[config.mk]
export PLATFORM = sky130hd
export DESIGN_NAME = key_expand_ctrl
export DESIGN_NICKNAME = d
export VERILOG_FILES = /design/src/rtl/key_expand_ctrl.sv
export SDC_FILE = /design/constraint.sdc
export NUM_CORES = 2
export LEC_CHECK = 0
export BUFFER_PORTS_ARGS = -buffer_cell sky130_fd_sc_hd__buf_4
export CAP_MARGIN = 25
export CORE_AREA = 2 2 327 329
export DETAILED_ROUTE_END_ITERATION = 7
export DIE_AREA = 0 0 329 331
export HOLD_SLACK_MARGIN = 0.12
export PLACE_DENSITY = 0.85
export SETUP_SLACK_MARGIN = 0.1
export SLEW_MARGIN = 10
export SYNTH_ARGS = -nofsm -noshare
export SYNTH_HDL_FRONTEND = slang
export SYNTH_SLANG_ARGS = --single-unit
export TNS_END_PERCENT = 100
[constraint.sdc]
create_clock -name clk -period 33 [get_ports clk]
set_input_delay 3.3 -clock clk [delete_from_list [all_inputs] [get_ports clk]]
set_output_delay 3.3 -clock clk [all_outputs]
set_load 0.03 [all_outputs]
[src/rtl/key_expand_ctrl.sv]
// AES-128 key expansion sequencer: drives an external G/key-schedule
// transform round by round and serves the 11 round keys on a read port.
//
// Ports:
//   clk, rst_n    clock, synchronous active-low reset
//   start,key_in  expansion request and cipher key (accepted in IDLE)
//   busy,done     expansion in progress / one-cycle completion pulse
//   keys_valid    buffer holds the full key set of the last accepted key
//   xf_roundkey   transform roundkey input
//   xf_rc         transform RC input
//   xf_subkey     transform output, valid XFORM_LAT cycles after inputs
//   rk_idx        round-key read index
//   rk_out        registered round key
//   rk_err        registered with rk_out: index out of range
//
// Optional: define KEYEXP_REUSE_EN to skip expansion when the same key
// is requested again while the buffer already holds its key set.
module key_expand_ctrl #(
  parameter int XFORM_LAT  = 2,
  parameter int NUM_ROUNDS = 10,
  parameter int KEY_W      = 128
) (
  input  logic             clk,
  input  logic             rst_n,
  input  logic             start,
  input  logic [KEY_W-1:0] key_in,
  output logic             busy,
  output logic             done,
  output logic             keys_valid,
  output logic [KEY_W-1:0] xf_roundkey,
  output logic [7:0]       xf_rc,
  input  logic [KEY_W-1:0] xf_subkey,
  input  logic [3:0]       rk_idx,
  output logic [KEY_W-1:0] rk_out,
  output logic             rk_err
);

  localparam int CNT_W =
    (XFORM_LAT > 1) ? $clog2(XFORM_LAT) : 1;
  localparam int RND_W = $clog2(NUM_ROUNDS + 1);

  localparam logic [CNT_W-1:0] LAT_M1 =
    CNT_W'(XFORM_LAT - 1);
  localparam logic [RND_W-1:0] LAST_RND =
    RND_W'(NUM_ROUNDS);
  localparam logic [3:0] LAST_IDX =
    4'(NUM_ROUNDS);

  typedef enum logic [1:0] {
    S_IDLE,
    S_WAIT,
    S_CAPT,
    S_DONE
  } state_t;

  state_t           state;
  logic [RND_W-1:0] round;
  logic [CNT_W-1:0] cnt;

  logic [KEY_W-1:0] key_buf [0:NUM_ROUNDS];

  logic reuse_hit;
  logic idx_bad;
  logic last_rnd;
  logic load_key;
  logic capt_key;

  // GF(2^8) doubling: next RCON value.
  function automatic logic [7:0] rc_next(
    input logic [7:0] rc
  );
    return {rc[6:0], 1'b0} ^
           (rc[7] ? 8'h1B : 8'h00);
  endfunction

`ifdef KEYEXP_REUSE_EN
  assign reuse_hit = keys_valid &&
                     (key_in == key_buf[0]);
`else
  assign reuse_hit = 1'b0;
`endif

  assign last_rnd = (round == LAST_RND);
  assign idx_bad  = (rk_idx > LAST_IDX);

  assign load_key = (state == S_IDLE) && start &&
                    !reuse_hit;
  assign capt_key = (state == S_CAPT);

  always_ff @(posedge clk) begin
    if (!rst_n) begin
      state       <= S_IDLE;
      round       <= '0;
      cnt         <= '0;
      busy        <= 1'b0;
      done        <= 1'b0;
      keys_valid  <= 1'b0;
      xf_roundkey <= '0;
      xf_rc       <= '0;
    end else begin
      done <= 1'b0;
      unique case (state)
        S_IDLE: begin
          if (start) begin
            if (reuse_hit) begin
              state <= S_DONE;
            end else begin
              xf_roundkey <= key_in;
              xf_rc       <= 8'h01;
              round       <= RND_W'(1);
              cnt         <= '0;
              keys_valid  <= 1'b0;
              busy        <= 1'b1;
              state       <= S_WAIT;
            end
          end
        end
        S_WAIT: begin
          cnt <= cnt + 1'b1;
          if (cnt == LAT_M1) state <= S_CAPT;
        end
        S_CAPT: begin
          xf_roundkey <= xf_subkey;
          if (last_rnd) begin
            // RCON is not advanced past the last
            // round; the RC bus idles at zero.
            xf_rc <= 8'h00;
            state <= S_DONE;
          end else begin
            xf_rc <= rc_next(xf_rc);
            round <= round + 1'b1;
            cnt   <= '0;
            state <= S_WAIT;
          end
        end
        S_DONE: begin
          done       <= 1'b1;
          busy       <= 1'b0;
          keys_valid <= 1'b1;
          xf_rc      <= 8'h00;
          state      <= S_IDLE;
        end
        default: state <= S_IDLE;
      endcase
    end
  end

  // Key storage is never cleared; keys_valid
  // qualifies its contents.
  always_ff @(posedge clk) begin
    if (rst_n && load_key) key_buf[0] <= key_in;
    if (rst_n && capt_key) key_buf[round] <= xf_subkey;
  end

  // Read-before-write: a read of the slot being
  // captured this cycle returns its old value.
  always_ff @(posedge clk) begin
    if (!rst_n) begin
      rk_out <= '0;
      rk_err <= 1'b0;
    end else begin
      rk_err <= idx_bad;
      rk_out <= idx_bad ? '0 : key_buf[rk_idx];
    end
  end

endmodule

# Word-level counts from Yosys, hierarchy flattened
# Memories as Yosys holds them, arrays and structs flattened. A register that Yosys moved wholly into a read port is not among the register bits.
# Index checks and enable logic that the tools add are counted.
[op_classes]
n_addsub = 2
mul = 0
div_mod_pow = 0
magnitude_cmp = 1
n_eq_ne = 7
shifts = 0
mux = 27
bitwise_logic = 2
reduce_logical = 16
[op_table]
columns = ["cell", "n"]
rows = [
  ["$mux W128", 2],
  ["$pmux W128 S2", 1],
  ["$reduce_or A128 Y1", 1],
  ["$pmux W8 S3", 1],
  ["$mux W8", 2],
  ["$mux W4", 3],
  ["$mux W1", 9],
  ["$pmux W2 S4", 1],
  ["$pmux W4 S2", 1],
  ["$reduce_and A2 Y1", 4],
  ["$xor A8 B5 Y8", 1],
  ["$mux W2", 3],
  ["$ne A2 B2 Y1 const B", 3],
  ["$reduce_and A3 Y1", 2],
  ["$reduce_bool A3 Y1", 2],
  ["$mux W5", 1],
  ["$add A4 B1 Y4 const B", 1],
  ["$eq A2 B2 Y1 const B", 2],
  ["$eq A4 B4 Y1 const B", 1],
  ["$gt A4 B4 Y1 const B", 1],
  ["$pmux W1 S2", 2],
  ["$reduce_bool A2 Y1", 2],
  ["$logic_and A1 B1 Y1", 3],
  ["$pmux W1 S3", 1],
  ["other kinds (5)", 5],
]
[totals]
register_bits = 147
latch_bits = 0
ram_bits = 1408
rom_bits = 0
inputBits = 263
out_inout_bits = 268
mem_count = 1
[memory_table]
columns = ["memory", "depth", "word_bits", "read_ports", "rd_clocked_by_memory_dff", "wr", "line", "text"]
rows = [
  ["key_buf", 11, 128, 1, 1, 1, "60", "logic [KEY_W-1:0] key_buf [0:NUM_ROUNDS];"],
]

# Depth between registers and ports, before layout
[logic_depth]
word_depth = 6
ltp_mapped = 8
ltp_nobuf = 6

# Worst setup path before layout
# Ideal clock, no wire load.
[synth_path]
path_type = "input -> register"
from = "input rst_n"
to = "memory key_buf[10][0] (enable)"
t_arrival_ps = 12584
required_ps = 32227
slack_ps = 19643
cell_stages = 5
path_cell_list = "inv_2 > nor2_1 > clkbuf_1 > nand2_1 > nor3_1"
[synth_between]
elab_chain_len = 5
elab_cells_between_ends = 9
[synth_rtl]
columns = ["item", "line", "text"]
rows = [
  ["start: declaration", "24", "input logic rst_n,"],
  ["$logic_and A1 B1 Y1", "152", "if (rst_n && capt_key) key_buf[round] <= xf_subkey;"],
  ["$mux W1", "152", ""],
  ["$mux W1 (implied by the code)", "152", ""],
  ["$reduce_or A128 Y1 (no line)", "--", ""],
  ["$mux W4 (no line) / $mux W1 (equally long branches)", "--", ""],
  ["end: declaration", "60", ""],
]
# Several ways; a longest one is shown, not always the timed one.

# Final worst setup path
[layout_path]
from = "input rst_n"
to = "memory key_buf[9][10] (enable)"
# The elaborated chain is that of the path after synthesis.

==> metrics.txt <==
initial DRC count=4195; HP Class=reg2reg; share of cells above drive strength 1=21.87%; first-pass GRT wire length=about 230 mm; crit path cell chain=buf_4 -> inv_6 -> nor2_4 -> buf_4 -> buf_4 -> nand3_1 -> nor2_4 -> buf_4 -> buf_4; Lkg Pwr=27.64 nW; Core Region=105000 um^2; die footprint=~110000 um^2; Worst Tran Pin Value=1.097 ns; type of origin of the critical path=input pin; post-layout util=roughly 70%; critical path's slowest cell=buf_4; Post-Syn Area=63650 um^2; largest net degree at the start of global routing=between 100 and 150; CP most frequent cell=buf_4; DR WL/cell=between 20 and 30 um; Fin. Hold Viols=0; vias in the first global route=~38k; CP endpoint kind=register; max-cap viol count=0; Setup Viol. Count Final=0; min Tclk post-route=7.114 ns; Pwr per Cell Area=around 60 nW/um^2; Via density=6.320; Syn-to-layout area delta=16.43%; Peak Freq=140.6 MHz; Site Rows=between 100 and 150; register area share after synthesis=75.07%; CTS Sinks=1683; syn nets=4085; Ports=531; Final Skew=0.02517 ns; Final period util=21.56%; initial antenna violation count=4; Routed Antenna Nets=0; total CTS buffers=161; Setup TNS=0 ns; Die H=roughly 330 um; hpwl dp=85.13 mm; Ys Warns=0; DRT Pass-1 Iters=5; Crit path arrival time=7.49 ns; synthesis-stage register bit count=1683; RSZ-0062 raised after global routing=no; GP Congestion=0.8493; Post-Synthesis Cells=roughly 3.8k; fill count=6238; top cell type's share of synthesized area=roughly two thirds; Post-synth EDFFs=1408; Initial Util=60.64%; Main synth FF type=edfxtp_1; Post-CTS Setup Bufs=0; DRC=0; CP Data Required Time=33.38 ns; status=finished, final reports clean; synth unique cells=40; CTS tree=built; kind of critical path=in2reg; final wirelength=158.6 mm; Mean Syn Cell Area=16.66 um^2; Rel. slew slack=26.84%; Die X=between 300 and 400 um; NumNets Final=4594; hold buffers post-CTS=0; I/O Buffers=530; largest cells by area after synthesis=edfxtp_1 (66%), dfxtp_1 (8.6%), mux2i_1 (8.1%); gr ovfl total=0; post-CTS resize count=0; DR vias=37.06k; htree depth=4; hold_ws=0.4650 ns; gr usage total=28.91%; Max FO, Critical Path=84; clock tree buffer depth=3; peak supply drop=slightly below 0.05 mV; Clock transition at path regs=0.06 ns; asr flop ratio synth=0%; Worst path max stage delay=0.80 ns; cell taking the most area after synthesis=edfxtp_1; Clock Tree Root=clkbuf_16; max-slew violation count=0; clock latency on the worst-skew pair=~0.77 ns
stage by stage:
step / worst slack (ns) / cell area [um^2] / instances / power (W)
floorplan: 19.64 / 63650 / 3820 / 0.002583
global placement: 25.24 / 68780 / 5555 / 0.002703
detailed placement: 25.19 / 68780 / 5555 / 0.002711
CTS: 25.97 / 74050 / 5857 / 0.004506
global route: 25.78 / 74110 / 5861 / 0.004610
finish: 25.89 / 74110 / 5863 / 0.004497
path summary, 6_finish.rpt:
check | cells after the start | slack [ns] | start | to
worst max register to register | 8 | 27.61 | state[1] | key_buf[9][10]
worst min-delay path | 2 | 0.46 | keys_valid | keys_valid
worst max-delay path | 9 | 25.89 | rst_n | key_buf[9][10]
worst min register to register | 2 | 0.46 | keys_valid | keys_valid
worst max-delay path, delay by kind of cell:
| family | cells | cell delay [ns] |
|---|---|---|
| AND/OR/NAND/NOR | 3 | 0.71 |
| buffers and inverters | 6 | 3.26 |
layout by cell type, fill, tap and decap left out, drive strengths merged, types with 11 or more instances in the layout:
cell / instances
buf: 590
inv: 16
clkbuf: 221
o21ai: 133
dfxtp: 275
a211oi: 128
o22ai: 127
nand2: 524
mux2i: 512
mux4: 128
nor2: 156
edfxtp: 1408
bufinv: 11
a221o: 127
clkinv: 56
final cells by class:
| type | count | area, um^2 | share of cell area, % |
|---|---|---|---|
| Timing Repair Buffer | 591 | 4536 | 6.120 |
| Inverter | 5 | 23.77 | 0.03208 |
| Clock buffer | 220 | 4402 | 5.939 |
| Tap cell | 1391 | 1740 | 2.348 |
| Multi-Input combinational cell | 1887 | 14750 | 19.90 |
| Clock inverter | 82 | 864.6 | 1.167 |
| Sequential cell | 1683 | 47790 | 64.48 |
| Antenna cell | 4 | 10.01 | 0.01351 |
logic make-up (layout without fill, tap and decap cells):
family | after synthesis | count (layout) | share of synthesized area, %
AOI/OAI and AO/OA | 537 | 537 | 6.042
xor gates and xnor gates | 5 | 5 | 0.06879
adders and majority gates | 2 | 2 | 0.03931
buffers and inverters | 250 | 898 | 1.956
DFF | 1683 | 1683 | 75.07
muxes | 640 | 640 | 12.58
other | 0 | 4 | 0
and+or+nand+nor | 703 | 703 | 4.242
routing by layer:
| layer | part of all wire [%] | routed length (um) | track usage (%) | up-vias |
|---|---|---|---|---|
| met5 | 0 | 0 | 0 | - |
| met1 | 37 | 58880 | 37.62 | 18668 |
| met4 | 3.9 | 6179 | 12.27 | 0 |
| met3 | 8.6 | 13670 | 4.790 | 384 |
| met2 | 50 | 79860 | 48.73 | 2112 |
| li1 | - | - | - | 15891 |
power by group:
group          switching, W  internal [W]  total, W
sequential        0.0000205       0.00234   0.00236
clock              0.000793       0.00103   0.00183
combinational      0.000198      0.000114  0.000312
synth_stat cells (20+ instances only):
cell type,count
nor2_1,156
buf_2,83
a221o_1,127
buf_6,20
buf_1,29
o21ai_0,79
o21ai_1,54
o22ai_1,127
clkbuf_1,99
edfxtp_1,1408
mux2i_1,512
dfxtp_1,275
a211oi_1,128
nand2_1,523
mux4_2,128
registers in the layout (all words and copies together), names as in the netlist:
register,cells
busy,1
cnt,1
done,1
key_buf,1408
keys_valid,1
rk_err,1
rk_out,128
round,4
state,2
xf_rc,8
xf_roundkey,128
Note: power is estimated with default switching activity, not from simulation.
